--- config.mk ---
export PLATFORM = sky130hd
export DESIGN_NAME = dot_product_seq_ctrl_flat
export DESIGN_NICKNAME = d
export VERILOG_FILES = /design/src/rtl/dot_product_seq_ctrl_if.sv /design/src/rtl/dot_product_seq_ctrl.sv /design/src/flat_wrapper.sv
export SDC_FILE = /design/constraint.sdc
export NUM_CORES = 1
export LEC_CHECK = 0
export CAP_MARGIN = 40
export CORE_AREA = 4 4 189 191
export DETAILED_ROUTE_END_ITERATION = 12
export DIE_AREA = 0 0 193 195
export PLACE_DENSITY_LB_ADDON = 0.2
export SLEW_MARGIN = 40
export SYNTH_ARGS = -nofsm -noshare
export SYNTH_HDL_FRONTEND = slang
export SYNTH_SLANG_ARGS = --single-unit
export TNS_END_PERCENT = 50
--- constraint.sdc ---
create_clock -name clk -period 4.1 [get_ports clk]
set_input_delay 0.41 -clock clk [delete_from_list [all_inputs] [get_ports clk]]
set_output_delay 0.41 -clock clk [all_outputs]
set_load 0.01 [all_outputs]
--- src/rtl/dot_product_seq_ctrl_if.sv ---
// Handshake bundle for the dot-product sequencer: start/busy control,
// chunk operand stream (in_*, a_in, b_in) and result port (out_*, res).
interface dot_product_seq_ctrl_if #(
  parameter int DEPTH = 4,
  parameter int CNT_W = 16
);
  logic                        start;
  logic [CNT_W-1:0]            num_chunks;
  logic                        busy;
  logic                        in_valid;
  logic                        in_ready;
  logic [DEPTH-1:0][7:0]       a_in;
  logic [DEPTH-1:0][7:0]       b_in;
  logic                        out_valid;
  logic                        out_ready;
  logic signed [31:0]          res;

  modport master (
    output start, num_chunks, in_valid,
    output a_in, b_in, out_ready,
    input  busy, in_ready, out_valid, res
  );

  modport slave (
    input  start, num_chunks, in_valid,
    input  a_in, b_in, out_ready,
    output busy, in_ready, out_valid, res
  );
endinterface

--- src/rtl/dot_product_seq_ctrl.sv ---
// Sequencer streaming num_chunks x DEPTH operand pairs through one
// dot-product datapath. Ports: clk, rst (async high), bus (slave side).
module dot_product_seq_ctrl #(
  parameter int DEPTH = 4,
  parameter int CNT_W = 16
) (
  input  logic                   clk,
  input  logic                   rst,
  dot_product_seq_ctrl_if.slave  bus
);

  localparam logic [1:0] IDLE  = 2'd0;
  localparam logic [1:0] ACCUM = 2'd1;
  localparam logic [1:0] DONE  = 2'd2;

  logic [1:0]         state;
  logic signed [31:0] acc;
  logic signed [31:0] res_q;
  logic [CNT_W-1:0]   remaining;
  logic signed [31:0] dp;
  logic signed [16:0] prod [DEPTH];

  // a is unsigned, b signed: zero-extend a so the multiply stays signed.
  always_comb begin
    dp = '0;
    for (int i = 0; i < DEPTH; i++) begin
      prod[i] = 17'($signed({1'b0, bus.a_in[i]}))
              * 17'($signed(bus.b_in[i]));
      dp = dp + 32'(prod[i]);
    end
  end

  always_ff @(posedge clk or posedge rst) begin
    if (rst) begin
      state     <= IDLE;
      acc       <= '0;
      res_q     <= '0;
      remaining <= '0;
    end else begin
      unique case (1'b1)
        (state == IDLE): begin
          if (bus.start) begin
            if (bus.num_chunks != '0) begin
              remaining <= bus.num_chunks;
              acc       <= '0;
              state     <= ACCUM;
            end else begin
              res_q <= '0;
              state <= DONE;
            end
          end
        end
        (state == ACCUM): begin
          if (bus.in_valid) begin
            acc       <= acc + dp;
            remaining <= remaining - CNT_W'(1);
            if (remaining == CNT_W'(1)) begin
              res_q <= acc + dp;
              state <= DONE;
            end
          end
        end
        (state == DONE): begin
          if (bus.out_ready) state <= IDLE;
        end
        default: state <= IDLE;
      endcase
    end
  end

  assign bus.busy      = (state != IDLE);
  assign bus.in_ready  = (state == ACCUM);
  assign bus.out_valid = (state == DONE);
  assign bus.res       = res_q;

endmodule

--- src/flat_wrapper.sv ---
// flat-port wrapper written by rule: the top's interface ports become plain ports
module dot_product_seq_ctrl_flat 
#(
  parameter int DEPTH = 4,
  parameter int CNT_W = 16
)
  (clk, rst, bus_start, bus_num_chunks, bus_in_valid, bus_a_in, bus_b_in, bus_out_ready, bus_busy, bus_in_ready, bus_out_valid, bus_res);
  dot_product_seq_ctrl_if #(.DEPTH(DEPTH), .CNT_W(CNT_W)) bus_i ();
  input  logic clk;
  input  logic rst;
  input wire logic [$bits(bus_i.start)-1:0] bus_start;
  input wire logic [$bits(bus_i.num_chunks)-1:0] bus_num_chunks;
  input wire logic [$bits(bus_i.in_valid)-1:0] bus_in_valid;
  input wire logic [$bits(bus_i.a_in)-1:0] bus_a_in;
  input wire logic [$bits(bus_i.b_in)-1:0] bus_b_in;
  input wire logic [$bits(bus_i.out_ready)-1:0] bus_out_ready;
  output wire logic [$bits(bus_i.busy)-1:0] bus_busy;
  output wire logic [$bits(bus_i.in_ready)-1:0] bus_in_ready;
  output wire logic [$bits(bus_i.out_valid)-1:0] bus_out_valid;
  output wire logic [$bits(bus_i.res)-1:0] bus_res;
  assign bus_i.start = bus_start;
  assign bus_i.num_chunks = bus_num_chunks;
  assign bus_i.in_valid = bus_in_valid;
  assign bus_i.a_in = bus_a_in;
  assign bus_i.b_in = bus_b_in;
  assign bus_i.out_ready = bus_out_ready;
  assign bus_busy = bus_i.busy;
  assign bus_in_ready = bus_i.in_ready;
  assign bus_out_valid = bus_i.out_valid;
  assign bus_res = bus_i.res;
  dot_product_seq_ctrl #(.DEPTH(DEPTH), .CNT_W(CNT_W)) u_core (.clk(clk), .rst(rst), .bus(bus_i));
endmodule
==> reports/metrics.csv, run 1 <==
stage,metric,value,unit
worst_setup_path,cpPeakStageDelay,550,ps
timing,max_freq,110,MHz
yosys,async_reset_ff_share,100,%
drt,wl,39.0,mm
clock_network,clockRootBuffer,clkbuf_16,
timing,min_period,9120,ps
floorplan,core_region_area,34100,um2
clock_network,clk_pin_slew_worst_paths,60,ps
place,portBuffers,119,
timing,fin_crit_sh,222,%
global_route,grt_pass1_vias,13208,
timing,setup_violations,60,
clock_network,cts_sinks,82,
worst_setup_path,slowest_stage,fa_1,
clock_network,hold_buffers,0,
timing,worst_slack,-5020,ps
timing,clock_skew,7.26,ps
timing,drv_slew,0,
yosys,synth_flop_cell,dfrtp_1,
place,place_inst,2490,
floorplan,row_count,68,
yosys,avgSynthCellArea,8.83,um2
yosys,ys_ff_latch,82,
yosys,synth-edff-count,0,
drt,ant_nets,0,
yosys,ys_seq_area_share,13.5,%
worst_setup_path,cp-start-kind,input port,
outcome,status,"complete, but fails checks",
worst_setup_path,cp-end-kind,flop,
final_layout,post-route-cell-area,19700,um2
worst_setup_path,cpMostUsedCell,fa_1,
floorplan,start_util,44.6,%
flow_run,drv_cap,0,
clock_network,clockBufferDepth,2,
floorplan,die-area,37600,um2
worst_setup_path,arrival,9320,ps
yosys,ys_warn_count,0,
final_layout,final_common_cell,inv_1,
global_route,grt_overflow,0,
drt,vias,12563,
yosys,synth_top_cell_by_area,fa_1,
final_layout,instances_no_fill,2521,
worst_setup_path,worst-path-max-fanout,3,
clock_network,cts-htree-levels,3,
clock_network,clk_latency,350,ps
global_route,grt_pass1_wl,65.8,mm
final_layout,antenna_cells,0,
global_route,antenna_found_initial,0,
yosys,synth_fp_nets,2255,
floorplan,die_x,193,um
clock_network,cts_buffers,9,
clock_network,cts_tree,built,
place,place_congestion,0.865,
timing,worst-slew-pin-transition,793,ps
global_route,grtUsageTotal,21.5,%
drt,drt_iter0_markers,603,
yosys,syn-instance-count,1725,
final_layout,seqCellArea,2050,um2
final_layout,final_core_util,57.6,%
worst_hold_path,hp-class,input port to asynchronous set/reset pin,
drt,routed_via_density,4.98,
place,post_dp_cell_area,18700,um2
place,place.detailed.hpwl,33.0,mm
final_layout,multi_input_area,12400,um2
worst_setup_path,cp.required,4300,ps
final_layout,syn_to_final_growth,29.1,%
yosys,synth_area,15200,um2
worst_setup_path,crit_type,input port to flop,
timing,finalHoldViolations,0,
timing,rsz0062_at_grt,true,
yosys,post_synth_num_cell_types,61,
final_layout,fill_cells,3083,
timing,max_slew_margin,46.6,%
floorplan,io_pins,120,
global_route,grt_max_degree,54,
final_layout,drive_above_1_share,20.6,%
final_layout,fin_nets,2591,
final_layout,mostFrequentLayoutCells,"inv_1 (351), buf_4 (235), fa_1 (233)",
yosys,yosys-top-cells-area,"fa_1 (31%), ha_1 (17%), dfrtp_1 (13%)",
yosys,synth_top_area_share,30.9,%
floorplan,fp.dieH,195,um
place,post-place-ws,-5960,ps
drt,drc_errors,0,
drt,drt_pass1_iterations,5,
drt,route.detailed.wl_per_inst,15.5,um
outcome,violations,setup timing,
registers in the layout, summed over array words and instances, names as in the netlist:
signal / count
u_core.remaining: 16
u_core.acc: 32
u_core.bus.res: 32
u_core.state: 2
logic make-up (layout without fill, tap and decap cells):
family / count (synthesis) / count (layout) / share of synthesized area, %
buffers and inverters: 406 / 747 / 10.1
flip-flops: 82 / 82 / 13.5
XOR/XNOR: 42 / 42 / 2.42
AO/OA/AOI/OAI: 241 / 241 / 9.45
multiplexers: 3 / 3 / 0.205
adder cells (fa/ha/maj): 445 / 445 / 48.2
AND/OR/NAND/NOR: 506 / 506 / 16.2
synth_stat cells, types with 3 or more instances:
master / number
nand2_1: 207
nand3_1: 17
o21a_1: 7
a21o_1: 16
o21bai_1: 5
o31ai_1: 4
and2_1: 133
inv_1: 365
a211oi_1: 3
dfrtp_1: 82
nor4_1: 5
and3_1: 8
nand4_1: 11
a22o_1: 9
xnor2_1: 32
nor2b_1: 6
o21ai_1: 46
nor2_1: 65
o211ai_1: 4
o22ai_1: 3
a31oi_1: 8
fa_1: 235
xor2_1: 10
o21ai_0: 50
a21oi_1: 64
buf_2: 5
clkbuf_1: 31
or3_1: 4
nor3_1: 7
nand2b_1: 33
ha_1: 210
final timing paths:
check	cells past startpoint	start	end	slack [ps]
worst max-delay path	31	bus_b_in[18]	u_core.acc[30]$_DFFE_PP0P_	-5020
worst min-delay path	2	rst	u_core.remaining[2]$_DFFE_PP0P_	450
worst max register to register	15	u_core.acc[3]$_DFFE_PP0P_	u_core.bus.res[29]$_DFFE_PP0P_	150
worst min register to register	2	u_core.bus.res[31]$_DFFE_PP0P_	u_core.bus.res[31]$_DFFE_PP0P_	490
max in group asynchronous	3	rst	u_core.acc[5]$_DFFE_PP0P_	2870
min in group clk	2	u_core.bus.res[31]$_DFFE_PP0P_	u_core.bus.res[31]$_DFFE_PP0P_	490
critical path, delay by kind of cell:
family	cells	cell delay (ps)
xor+xnor	1	140
buf+inv	7	400
simple gates	1	150
fa+ha+maj	14	6540
mux	1	220
compound gates	7	1440
metrics by stage:
step,hold slack (ps),TNS (ps)
after floorplan,453,-258070
after global placement,470,-323380
after detailed placement,480,-327510
after CTS,462,-269580
after global routing,481,-284510
final,445,-267360
metal layers:
layer | global-route usage, % | vias up | wire (um)
li1 | - | 6076 | -
met1 | 31.0 | 6196 | 17800
met2 | 35.3 | 253 | 19100
met3 | 2.16 | 38 | 1480
met4 | 4.48 | 0 | 631
met5 | 0 | - | 0
area by class of cell:
| cell class | count | share of cell area, % |
|---|---|---|
| clock buffers | 12 | 1.25 |
| clock inverters | 4 | 0.140 |
| inverters | 368 | 7.07 |
| multi-input cells | 1237 | 62.9 |
| flip-flops and latches | 82 | 10.4 |
| well taps | 455 | 2.90 |
| repair buffers | 363 | 15.3 |
timing repair:
action | in CTS | in global routing
endpoints found under the setup margin | 62 | 60
gates resized for setup | 292 | 51
pin swaps | 96 | 41
setup buffers | 15 | 2
hold endpoints to repair | 0 | 0
Power of run 1 is left out: the tool's default activity adds up to more than one toggle a clock period on the data nets, which glitch-free logic cannot reach.
==> run 2: changes to the inputs <==
- CORE_AREA: 4 4 189 191 -> 4 4 170 172
- DIE_AREA: 0 0 193 195 -> 0 0 174 176
==> reports/metrics.csv, run 2 (synthesis results as in run 1) <==
stage,metric,value,unit,change
floorplan,start_util,55.4,%,was 44.6%
place,place.detailed.hpwl,32.2,mm,was 33.0 mm
final_layout,antenna_cells,0,,unchanged
clock_network,cts_tree,built,,unchanged
drt,drt_pass1_iterations,5,,unchanged
drt,vias,12903,,was 12.6k
floorplan,io_pins,120,,unchanged
worst_setup_path,cp.required,4330,ps,was 4300 ps
final_layout,mostFrequentLayoutCells,"inv_1 (352), buf_4 (227), fa_1 (225)",,"was inv_1 (351), buf_4 (235), fa_1 (233)"
timing,drv_slew,0,,unchanged
timing,worst-slew-pin-transition,784,ps,was 793 ps
global_route,use_met2,43.2,%,was 35.3%
clock_network,clockBufferDepth,2,,unchanged
outcome,violations,setup timing,,unchanged
worst_setup_path,cpPeakStageDelay,580,ps,was 550 ps
global_route,gr-usage-met1,36.1,%,was 31.0%
timing,fin_crit_sh,224,%,was 222%
place,post-place-ws,-5940,ps,was -5960 ps
final_layout,multi_input_area,12400,um2,about the same
worst_setup_path,r2r_end,u_core.bus.res[17]$_DFFE_PP0P_,,was u_core.bus.res[29]$_DFFE_PP0P_
worst_setup_path,cp-start-kind,input port,,unchanged
drt,drt_iter0_markers,658,,was 603
global_route,grtUsageTotal,25.7,%,was 21.5%
final_layout,syn_to_final_growth,28.5,%,was 29.1%
drt,wl,39.0,mm,about the same
worst_setup_path,r2r_slack,130,ps,was 150 ps
timing,worst_slack,-5080,ps,was -5020 ps
floorplan,row_count,61,,was 68
floorplan,die_x,174,um,was 193 um
drt,ant_nets,0,,unchanged
final_layout,seqCellArea,2050,um2,unchanged
timing,finalHoldViolations,0,,unchanged
place,place_congestion,0.911,,was 0.865
place,portBuffers,119,,unchanged
timing,min_period,9180,ps,was 9120 ps
worst_hold_path,hp-class,input port to asynchronous set/reset pin,,unchanged
worst_setup_path,cp_num_buf_inv,9,,was 7
worst_setup_path,ff2ff_path_depth,15,,unchanged
timing,rsz0062_at_grt,true,,unchanged
outcome,status,"complete, but fails checks",,unchanged
final_layout,drive_above_1_share,20.6,%,about the same
worst_setup_path,cpLargestDelayFamily,adder cells,,unchanged
clock_network,clockRootBuffer,clkbuf_16,,unchanged
flow_run,drv_cap,0,,unchanged
global_route,antenna_found_initial,0,,unchanged
global_route,grt_overflow,0,,unchanged
final_layout,final_common_cell,inv_1,,unchanged
global_route,grt_pass1_wl,64.8,mm,was 65.8 mm
clock_network,cts_sinks,82,,unchanged
clock_network,cts-htree-levels,3,,unchanged
global_route,use_met3,3.47,%,was 2.16%
floorplan,die-area,30600,um2,was 37600 um2
clock_network,cts_buffers,9,,unchanged
global_route,grt_max_degree,52,,was 54
worst_setup_path,r2r_start,u_core.acc[4]$_DFFE_PP0P_,,was u_core.acc[3]$_DFFE_PP0P_
timing,setup_violations,60,,unchanged
final_layout,fill_cells,2082,,was 3083
drt,drc_errors,0,,unchanged
worst_setup_path,slowest_stage,fa_1,,unchanged
timing,max_freq,109,MHz,was 110 MHz
drt,route.detailed.wl_per_inst,16.2,um,was 15.5 um
floorplan,core_region_area,27500,um2,was 34100 um2
drt,routed_via_density,5.37,,was 4.98
worst_setup_path,arrival,9410,ps,was 9320 ps
worst_setup_path,cp-end-kind,flop,,unchanged
clock_network,clk_latency,350,ps,about the same
floorplan,fp.dieH,176,um,was 195 um
global_route,grt_most_used_layer,met2,,unchanged
clock_network,clk_pin_slew_worst_paths,70,ps,was 60 ps
final_layout,fin_nets,2581,,was 2591
timing,clock_skew,8.03,ps,was 7.26 ps
worst_setup_path,crit_type,input port to flop,,unchanged
worst_setup_path,worst-path-max-fanout,4,,was 3
worst_setup_path,cpMostUsedCell,fa_1,,unchanged
global_route,grt_pass1_vias,13377,,was 13.2k
timing,max_slew_margin,47.7,%,was 46.6%
## run 2: cell count changes in the layout (fill, tap and decap cells not counted), moves of 3 or more
cell	delta
buf_2	-11
buf_4	-8
fa_1	-8
fa_2	+8
clkdlybuf4s15_2	+7
o21ai_2	+6
o21ai_1	-5
a21oi_1	-4
buf_6	-4
inv_6	+4
and2_1	+3
ha_2	+3
## run 2: how the worst max path moves through the flow
stage	from	end	slack, ps	depth (start not counted)
2_1_floorplan	bus_b_in[2]	u_core.acc[26]$_DFFE_PP0P_	-5010	33
3_3_place_gp	bus_b_in[0]	u_core.acc[30]$_DFFE_PP0P_	-5810	33
3_5_place_dp	bus_b_in[0]	u_core.acc[31]$_DFFE_PP0P_	-5940	36
4_1_cts	bus_a_in[21]	u_core.acc[30]$_DFFE_PP0P_	-5070	31
5_1_grt	bus_b_in[3]	u_core.acc[30]$_DFFE_PP0P_	-5360	37
6_report	bus_b_in[3]	u_core.bus.res[26]$_DFFE_PP0P_	-5080	33
## run 2: cell type report
type / instances / area share (%)
repair buffers: 353 / 15.2
inverters: 368 / 7.10
clock inverters: 7 / 0.416
multi-input cells: 1237 / 63.4
clock buffers: 9 / 1.15
flip-flops and latches: 82 / 10.5
well taps: 346 / 2.21
## run 2: metal layers
metal,share of wire [%],wire length [um]
met1,43,16800
met5,0,0
met3,5.0,1940
met4,2.0,782
met2,50,19500
## run 2: through the flow
step                std cells  utilization, %  hold slack [ps]  cell area [um2]  setup TNS [ps]
floorplan                1725               -              453            15400         -258070
global placement         2368            67.2              468            18500         -319250
detailed placement       2368            67.2              478            18500         -325940
CTS                      2396            70.0              468            19200         -273630
global route             2402            71.2              483            19600         -289080
finish                   2402            71.2              443            19600         -274290
## run 2: what timing repair did
item,4_1_cts,5_1_grt
resized for setup,248,70
hold buffers,0,0
endpoints found under the setup margin,62,60
buffers inserted,12,6
pin swaps,87,59
Power of run 2 is left out for the same reason.
